<file path="src/rtl/parallel_to_serial_rf_pkg.sv">
// Shared serializer/deserializer state encodings and index sizing helper.
// Pure definitions: no latency, no flow control.
package p2s_pkg;

    typedef enum logic [0:0] {
        P2S_IDLE  = 1'b0,
        P2S_SHIFT = 1'b1
    } p2s_state_e;

    // Element index width; a one-element word still needs a 1-bit index.
    function automatic int p2s_idx_w(input int n_elems);
        return (n_elems > 1) ? $clog2(n_elems) : 1;
    endfunction

endpackage

</file>
<file path="src/rtl/parallel_to_serial_rf_elem_counter.sv">
// Element index counter: returns to 0 on clear/load, saturates at MAX_VAL.
// Latency 1 (registered); advances only when en is high.
module p2s_elem_counter #(
    parameter int MAX_VAL = 1,
    parameter int CNT_W   = 1
) (
    input  logic             clk,
    input  logic             rst,
    input  logic             clear,
    input  logic             en,
    input  logic             load,
    output logic [CNT_W-1:0] count
);

    logic [CNT_W-1:0] r_count;

    always_ff @(posedge clk or posedge rst) begin
        if (rst) begin
            r_count <= '0;
        end else if (clear || load) begin
            r_count <= '0;
        end else if (en && (r_count != CNT_W'(MAX_VAL))) begin
            r_count <= r_count + CNT_W'(1);
        end
    end

    assign count = r_count;

endmodule

</file>
<file path="src/rtl/parallel_to_serial_rf.sv">
// Parallel-to-serial: element 0 first, one cycle after accept; out_ready stalls hold the element.
// A new word is taken in the same cycle the last element leaves, so words stream without bubbles.
module parallel_to_serial_rf
    import p2s_pkg::*;
#(
    parameter int WIDTH   = 1,
    parameter int N_ELEMS = 2
) (
    input  logic                       clk,
    input  logic                       rst,
    input  logic                       clear,
    input  logic                       in_valid,
    output logic                       in_ready,
    input  logic [WIDTH*N_ELEMS-1:0]   in,
    output logic                       out_valid,
    input  logic                       out_ready,
    output logic [WIDTH-1:0]           out,
    output logic                       out_last
);

    localparam int IDX_W = p2s_idx_w(N_ELEMS);

    p2s_state_e                 r_state;
    p2s_state_e                 w_state_nxt;
    logic [WIDTH*N_ELEMS-1:0]   r_word;
    logic [IDX_W-1:0]           w_idx;
    logic                       w_last;
    logic                       w_accept;
    logic                       w_xfer;

    assign w_last   = (r_state == P2S_SHIFT) && (w_idx == IDX_W'(N_ELEMS - 1));
    assign w_accept = in_valid & in_ready;
    assign w_xfer   = out_valid & out_ready;

    always_ff @(posedge clk or posedge rst) begin
        if (rst) begin
            r_state <= P2S_IDLE;
        end else begin
            r_state <= w_state_nxt;
        end
    end

    always_comb begin
        w_state_nxt = r_state;
        if (clear) begin
            w_state_nxt = P2S_IDLE;
        end else begin
            case (r_state)
                P2S_IDLE: begin
                    if (w_accept) w_state_nxt = P2S_SHIFT;
                end
                P2S_SHIFT: begin
                    if (w_xfer && w_last) w_state_nxt = w_accept ? P2S_SHIFT : P2S_IDLE;
                end
                default: w_state_nxt = P2S_IDLE;
            endcase
        end
    end

    always_comb begin
        in_ready  = !clear && ((r_state == P2S_IDLE) ||
                               ((r_state == P2S_SHIFT) && out_ready && w_last));
        out_valid = (r_state == P2S_SHIFT);
        out_last  = w_last;
        out       = '0;
        if (r_state == P2S_SHIFT) begin
            for (int k = 0; k < N_ELEMS; k++) begin
                if (w_idx == IDX_W'(k)) out = r_word[k*WIDTH +: WIDTH];
            end
        end
    end

    // Held word is zeroed on clear so nothing of a flushed word lingers.
    always_ff @(posedge clk or posedge rst) begin
        if (rst) begin
            r_word <= '0;
        end else if (clear) begin
            r_word <= '0;
        end else if (w_accept) begin
            r_word <= in;
        end
    end

    p2s_elem_counter #(
        .MAX_VAL (N_ELEMS - 1),
        .CNT_W   (IDX_W)
    ) u_elem_counter (
        .clk   (clk),
        .rst   (rst),
        .clear (clear),
        .en    (w_xfer && !w_last),
        .load  (w_accept),
        .count (w_idx)
    );

endmodule

</file>
<file path="config.mk">
export PLATFORM = sky130hd
export DESIGN_NAME = parallel_to_serial_rf
export DESIGN_NICKNAME = d
export VERILOG_FILES = /design/src/rtl/parallel_to_serial_rf_pkg.sv /design/src/rtl/parallel_to_serial_rf_elem_counter.sv /design/src/rtl/parallel_to_serial_rf.sv
export SDC_FILE = /design/constraint.sdc
export NUM_CORES = 1
export LEC_CHECK = 0
export ABC_AREA = 1
export ABC_CLOCK_PERIOD_IN_PS = 2120
export CAP_MARGIN = 0
export CORE_AREA = 2 2 39 41
export DETAILED_ROUTE_END_ITERATION = 10
export DIE_AREA = 0 0 41 43
export GPL_TIMING_DRIVEN = 0
export PLACE_DENSITY = 0.47
export SKIP_CTS_REPAIR_TIMING = 1
export SLEW_MARGIN = 20
export SYNTH_ARGS = -nofsm -noshare
export SYNTH_HDL_FRONTEND = slang
export SYNTH_HIERARCHICAL = 1
export SYNTH_SLANG_ARGS = --single-unit
</file>
<file path="constraint.sdc">
create_clock -name clk -period 2.12 [get_ports clk]
set_input_delay 0.53 -clock clk [delete_from_list [all_inputs] [get_ports clk]]
set_output_delay 0.53 -clock clk [all_outputs]
set_load 0.005 [all_outputs]
</file>
---- Word-level counts from Yosys, hierarchy flattened ----
Index checks and enable logic that the tools add are counted.
operators by class
  add/sub/neg operators ................... 1
  $mul .................................... 0
  div/mod/pow operators ................... 0
  $lt $le $gt $ge ......................... 0
  equality and inequality tests ........... 0
  shift operators ......................... 0
  multiplexer cells ....................... 10
  bitwise gates (word level) .............. 4
  reductions and logical operators ........ 13
operator list
  operator             count
  $logic_and 1x1->1    7
  $mux 1               7
  $mux 2               2
  $reduce_bool 2->1    2
  $and 1x1->1          2
  $logic_not 1->1      2
  $logic_or 1x1->1     2
  $not 1->1            2
  $pmux 1 s2           1
  $add 1x1->1 const B  1
word-level totals
  register bits ........................... 4
  bits in latches ......................... 0
  bits in writable memories ............... 0
  memory bits (read-only) ................. 0
  bits of input ports ..................... 7
  output and inout bits ................... 4
  word-level logic and storage cells ...... 31
  memories kept ........................... 0

---- Logic depth before layout (Yosys ltp) ----
Gate-level depths: netlist (run 1).
  depth in word-level cells ............... 9
  gate-level depth with buffers ........... 7
  mapped depth without buffers ............ 7

---- Hierarchy ----
Netlist (run 1), hierarchy kept.
modules (own cells, without submodules)
  module                 instances  cells each  area an instance (um2)  sequential area each (um2)
  parallel_to_serial_rf  1          26          183.9                   75.1
  p2s_elem_counter       1          7           47.5                    25.0

---- Worst setup path before layout (run 1) ----
OpenSTA, ideal clock, no wires.
  kind .................................... input to output
  start point ............................. input out_ready
  end point ............................... output in_ready
  arrival time ............................ 811 ps
  required time ........................... 1590 ps
  slack ................................... 779 ps
  cell stages on the path ................. 4
  buffers on the path ..................... 0
  cells stage by stage .................... nand2_1 > nand2_2 > inv_1 > nor2_1
on the way
  longest elaborated chain between the ends .. 4
ends and longest elaborated chain
  element                          RTL line                     RTL
  from (decl)                      parallel_to_serial_rf.sv:16  input logic out_ready,
  $logic_and 1x1->1 (2 in series)  parallel_to_serial_rf.sv:62  ((r_state == P2S_SHIFT) && out_ready && w_last));
  $logic_or 1x1->1                 parallel_to_serial_rf.sv:61  in_ready = !clear && ((r_state == P2S_IDLE) ||
  $logic_and 1x1->1                parallel_to_serial_rf.sv:61
  to (decl)                        parallel_to_serial_rf.sv:13  output logic in_ready,
No other way between the ends.

---- Final worst setup path (run 1) ----
Ends and elaborated chain as after synthesis.

==> results of run 1 <==
## registers in the layout, summed over array words and instances, names as in the netlist
| register | count |
|---|---|
| r_word | 2 |
| out_valid | 1 |
| u_elem_counter/count | 1 |
## per-layer routing
| layer | vias up | GRT usage | wire [um] |
|---|---|---|---|
| li1 | 126 | - | - |
| met1 | 93 | 0.0879 | 225 |
| met2 | 12 | 0.0813 | 194 |
| met3 | 0 | 0.0942 | 74 |
| met4 | 0 | 0.0400 | 0 |
| met5 | - | 0 | 0 |
## stage by stage
stage | instance area (um2) | hold slack (ns) | setup WS (ns) | cells
global route | 384 | 0.466 | 0.0845 | 63
floorplan | 231 | 0.259 | 0.779 | 33
global placement | 352 | 0.504 | -0.222 | 59
CTS | 374 | 0.459 | -0.230 | 62
finish | 384 | 0.463 | 0.165 | 63
detailed placement | 352 | 0.497 | -0.224 | 59
## layout make-up
class	instances	area [um2]
Sequential cell	4	100
Multi-Input combinational cell	20	97.6
Timing Repair Buffer	11	110
Tap cell	16	20.0
Clock buffer	3	22.5
Fill cell	154	1000
Inverter	9	33.8
## cells by family (layout without fill, tap and decap cells)
group                  count (synthesis)  count (layout)  share of synthesized area
DFF                                    4               4                      0.432
and+or+nand+nor                       19              19                      0.378
buffers and inverters                  9              23                      0.146
muxes                                  1               1                     0.0432
## critical path, stage by stage
cell             delay [ns]
clkdlybuf4s50_1        0.48
nand2_1                0.07
nand2_2                0.09
inv_1                  0.06
nor2_1                 0.07
dlymetal6s2s_1         0.13
## power breakdown
part,total [W],internal (W),switching [W],leakage [nW]
combinational,0.0000423,0.0000247,0.0000176,0.149
sequential,0.0000863,0.0000818,0.00000455,0.0529
clock,0.0000934,0.0000632,0.0000301,0.0138
## worst max-delay path by stage
stage,startpoint,endpoint,slack [ns],cells after the start
2_1_floorplan,out_ready,in_ready,0.78,4
3_3_place_gp,out_ready,in_ready,-0.22,6
3_5_place_dp,out_ready,in_ready,-0.22,6
4_1_cts,out_ready,in_ready,-0.23,6
5_1_grt,out_ready,in_ready,0.08,6
6_report,out_ready,in_ready,0.17,6
## cell usage in the layout, fill, tap and decap left out, types with 2 or more instances in the layout
cell,count
clkbuf_4,3
clkdlybuf4s50_1,9
nor2_1,7
dfrtp_1,4
nand2_1,6
nand4_1,2
inv_1,8
nand3_1,2
==> flow_metrics.py, run 1 <==
metrics = {
    "timing": {
        "rsz0062_at_grt": "false",
        "maxSlewViolCount": 0,
        "finalSetupViolations": 0,
        "fin_crit_sh": 0.922,
        "clock_skew_ns": 0.00399,
        "fin_tns_setup_ns": 0,
        "min_period_ns": 1.95,
        "clock.fmax_ghz": 0.512,
        "worst_pin_slew_ns": 0.138,
        "relSlewSlack": 0.906,
        "finalHoldViolCount": 0,
    },
    "detailed_routing": {
        "viasPerCell": 3.67,
        "first_pass_iters": 4,
        "dr_total_vias": 231,
        "routedWlPerCell_um": 7.84,
        "drt.antenna.violating_nets": 0,
        "drcViolationCount": 0,
        "finalWirelength_um": 494,
        "drt-initial-drc-count": 6,
    },
    "finish": {
        "area_growth_pct": 65.9,
        "antennaDiodeCount": 0,
        "final_nets": 56,
        "finalCoreUtilization": 0.278,
        "drive_above_1_share": 0.149,
    },
    "clock_network": {
        "cts-root-buf": "clkbuf_4",
        "path_clk_slew_ns": 0.04,
        "clock_latency_ns": 0.24,
        "cts_tree": "built",
        "clock_tree.buffer_depth": 2,
        "htreeDepth": 1,
        "clock_sinks": 4,
        "numCtsBuffers": 3,
    },
    "yosys": {
        "ys_top_cells_by_count": "inv_1, nor2_1, nand2_1, dfrtp_1",
        "yosysSeqAreaShare": 0.432,
        "syn_avg_cell_area_um2": 7.01,
        "synth-main-ff-cell": "dfrtp_1",
        "synth.top_cell.area_share": 0.432,
        "synth_seq_cells": 4,
        "synthMostInstantiatedCell": "inv_1",
        "synth_top_area_cell": "dfrtp_1",
        "synthArstFlopShare": 1.00,
        "yosys-top-cells-area": "dfrtp_1, inv_1, nor2_1",
        "synth_edf_count": 0,
        "synth_cells": 33,
        "yosysWarnings": 6,
        "synth_cell_types": 10,
        "syn-num-nets": 40,
        "syn_area_um2": 231,
    },
    "die": {
        "io-pin-count": 11,
        "design.core.area_mm2": 0.00138,
        "die_w_um": 41,
        "die_h_um": 43,
        "start_util": 0.167,
        "die_area_mm2": 0.00176,
        "row_count": 14,
    },
    "worst_setup_path": {
        "r2r-start": "u_elem_counter/count",
        "r2r_cells": 7,
        "critPathRequiredTime_ns": 1.59,
        "startpoint_type": "input pin",
        "critPathArrivalTime_ns": 1.42,
        "end_kind": "primary output",
        "crit_type": "input pin to primary output",
        "rrSetupSlack_ns": 1.17,
        "reg2reg_to": "u_elem_counter/count",
        "cp_max_fo": 3,
    },
    "grt": {
        "grt-ovfl-total": 0,
        "grt_first_pass_wirelength_um": 807,
        "grt_pass1_vias": 220,
        "antenna_found_initial": 0,
        "grt_max_degree": 6,
        "grt_usage": 0.0776,
    },
    "power_and_ir_drop": {
        "ir_drop_mv": 0.376,
        "finalPower_w": 0.000222,
        "powerDensity_mw_per_mm2": 578,
        "cellLeakagePower_nw": 0.216,
    },
    "placed_design": {
        "io_buffers": 10,
        "gp_congestion": 0.679,
        "dpl.hpwl_um": 378,
    },
    "job": {
        "cap_violations": 0,
    },
    "hold_path": {
        "hold_class": "input pin to async pin",
    },
    "status": {
        "status": "finished, final reports clean",
    },
}
No activity file was read; power rests on OpenSTA's default activity.
==> run 2, diff against run 1 <==
--- a/config.mk
+++ b/config.mk
@@ -7,5 +7,5 @@
 export LEC_CHECK = 0
 export ABC_AREA = 1
-export ABC_CLOCK_PERIOD_IN_PS = 2120
+export ABC_CLOCK_PERIOD_IN_PS = 1690
 export CAP_MARGIN = 0
 export CORE_AREA = 2 2 39 41
@@ -13,5 +13,5 @@
 export DIE_AREA = 0 0 41 43
 export GPL_TIMING_DRIVEN = 0
-export PLACE_DENSITY = 0.47
+export PLACE_DENSITY = 0.48
 export SKIP_CTS_REPAIR_TIMING = 1
 export SLEW_MARGIN = 20
==> constraint.sdc (replaced) <==
create_clock -name clk -period 1.69 [get_ports clk]
set_input_delay 0.2535 -clock clk [delete_from_list [all_inputs] [get_ports clk]]
set_output_delay 0.2535 -clock clk [all_outputs]
set_load 0.005 [all_outputs]
==> run 2 against run 1 <==
Against the previous run: routed wire length down 5.3%; flip-flop and latch count unchanged; core utilization is the same; worst hold slack got worse by 0.27 ns; sequential power increased by 25%; via count is 2.6% lower; count of clock-buffer cells in the layout unchanged; power rose by 25%; worst setup slack got worse by 0.092 ns; register-to-register slack got worse by 0.42 ns; clock skew decreased by 0.00057 ns; final area did not move.
==> flow_metrics.py, run 2 (same netlist as run 1, synthesis figures left out) <==
metrics = {
    "status": {
        "status": "finished, final reports clean",
    },
    "timing": {
        "worst_pin_slew_ns": 0.140,
        "fin_tns_setup_ns": 0,
        "maxSlewViolCount": 0,
        "relSlewSlack": 0.904,
        "clock.fmax_ghz": 0.619,
        "min_period_ns": 1.62,
        "finalSetupViolations": 0,
        "rsz0062_at_grt": "false",
        "clock_skew_ns": 0.00342,
        "fin_crit_sh": 0.956,
        "finalHoldViolCount": 0,
    },
    "power_and_ir_drop": {
        "powerDensity_mw_per_mm2": 723,
        "ir_drop_mv": 0.500,
        "cellLeakagePower_nw": 0.216,
        "finalPower_w": 0.000278,
    },
    "worst_setup_path": {
        "startpoint_type": "register",
        "rrSetupSlack_ns": 0.75,
        "reg2reg_to": "u_elem_counter/count",
        "critPathArrivalTime_ns": 1.36,
        "endpoint": "out",
        "crit_start": "u_elem_counter/count",
        "cp_max_fo": 4,
        "r2r_cells": 7,
        "end_kind": "primary output",
        "r2r-start": "u_elem_counter/count",
        "crit_type": "register to primary output",
        "critPathRequiredTime_ns": 1.44,
    },
    "job": {
        "cap_violations": 0,
    },
    "grt": {
        "antenna_found_initial": 0,
        "grt-ovfl-total": 0,
        "grt_max_degree": 6,
        "grt_usage": 0.0685,
        "grt_first_pass_wirelength_um": 752,
        "grt_pass1_vias": 210,
    },
    "placed_design": {
        "dpl.hpwl_um": 359,
        "gp_congestion": 0.679,
        "io_buffers": 10,
    },
    "detailed_routing": {
        "routedWlPerCell_um": 7.43,
        "wl_met3_um": 75,
        "finalWirelength_um": 468,
        "dr_total_vias": 225,
        "highest_layer": "met3",
        "first_pass_iters": 4,
        "wl_met1_um": 223,
        "drt.antenna.violating_nets": 0,
        "viasPerCell": 3.57,
        "drcViolationCount": 0,
        "route.met2.wl_um": 169,
        "drt-initial-drc-count": 5,
    },
    "finish": {
        "final_nets": 56,
        "largest_register": "r_word",
        "fillCellCount": 154,
        "drive_above_1_share": 0.149,
        "ff_latch_area_um2": 100,
        "mostFrequentLayoutCells": "clkdlybuf4s50_1, inv_1, nor2_1",
        "antennaDiodeCount": 0,
        "final_common_cell": "clkdlybuf4s50_1",
        "largest_register_ffs": 2,
        "multi_input_area_um2": 97.6,
        "area_growth_pct": 65.9,
    },
    "clock_network": {
        "cts-root-buf": "clkbuf_4",
        "clock_sinks": 4,
        "cts_tree": "built",
        "path_clk_slew_ns": 0.04,
        "clock_tree.buffer_depth": 2,
        "numCtsBuffers": 3,
        "htreeDepth": 1,
        "clock_latency_ns": 0.23,
    },
    "hold_path": {
        "hold_class": "input pin to async pin",
    },
    "die": {
        "io-pin-count": 11,
        "row_count": 14,
        "die_area_mm2": 0.00176,
        "start_util": 0.167,
        "die_w_um": 41,
        "die_h_um": 43,
        "design.core.area_mm2": 0.00138,
    },
}
[run 2: cell counts in the layout (fill, tap and decap cells not counted)]
Identical to the previous run, type by type.
[run 2: critical path, cell delays in order (launching register included)]
cell	delay, ns
dfrtp_1	0.41
mux2i_1	0.14
nor2_1	0.09
clkdlybuf4s50_1	0.50
[run 2: per-layer routing]
metal / vias up / track usage
met5: - / 0
met4: 0 / 0.0200
met3: 0 / 0.0785
met2: 12 / 0.0750
met1: 87 / 0.0844
li1: 126 / -
[run 2: worst min path at each step]
stage | to | cells after the start | start | slack, ns
finish | u_elem_counter/count | 2 | rst | 0.19
global route | u_elem_counter/count | 2 | rst | 0.21
CTS | u_elem_counter/count | 2 | rst | 0.19
detailed placement | u_elem_counter/count | 2 | rst | 0.44
global placement | u_elem_counter/count | 2 | rst | 0.44
floorplan | u_elem_counter/count | 1 | rst | -0.02
[run 2: layout make-up]
type | count | area share
Clock buffer | 3 | 0.0586
Inverter | 9 | 0.0879
Timing Repair Buffer | 11 | 0.287
Tap cell | 16 | 0.0521
Multi-Input combinational cell | 20 | 0.254
Sequential cell | 4 | 0.261
[run 2: stage by stage]
stage / hold WS [ns] / setup slack [ns] / std cells / cell area (um2) / utilization
finish: 0.188 / 0.0738 / 63 / 384 / 0.278
global route: 0.213 / 0.00861 / 63 / 384 / 0.278
CTS: 0.192 / -0.103 / 62 / 374 / 0.270
detailed placement: 0.435 / -0.0968 / 59 / 352 / 0.254
global placement: 0.439 / -0.0991 / 59 / 352 / 0.254
floorplan: -0.0178 / 0.764 / 33 / 231 / -
[run 2: report_power, final]
group	internal [W]	total, W	leakage, nW	switching (W)
logic	0.0000310	0.0000529	0.149	0.0000219
clock network	0.0000793	0.000117	0.0138	0.0000374
registers	0.000103	0.000108	0.0529	0.00000549
total	0.000213	0.000278	0.216	0.0000648
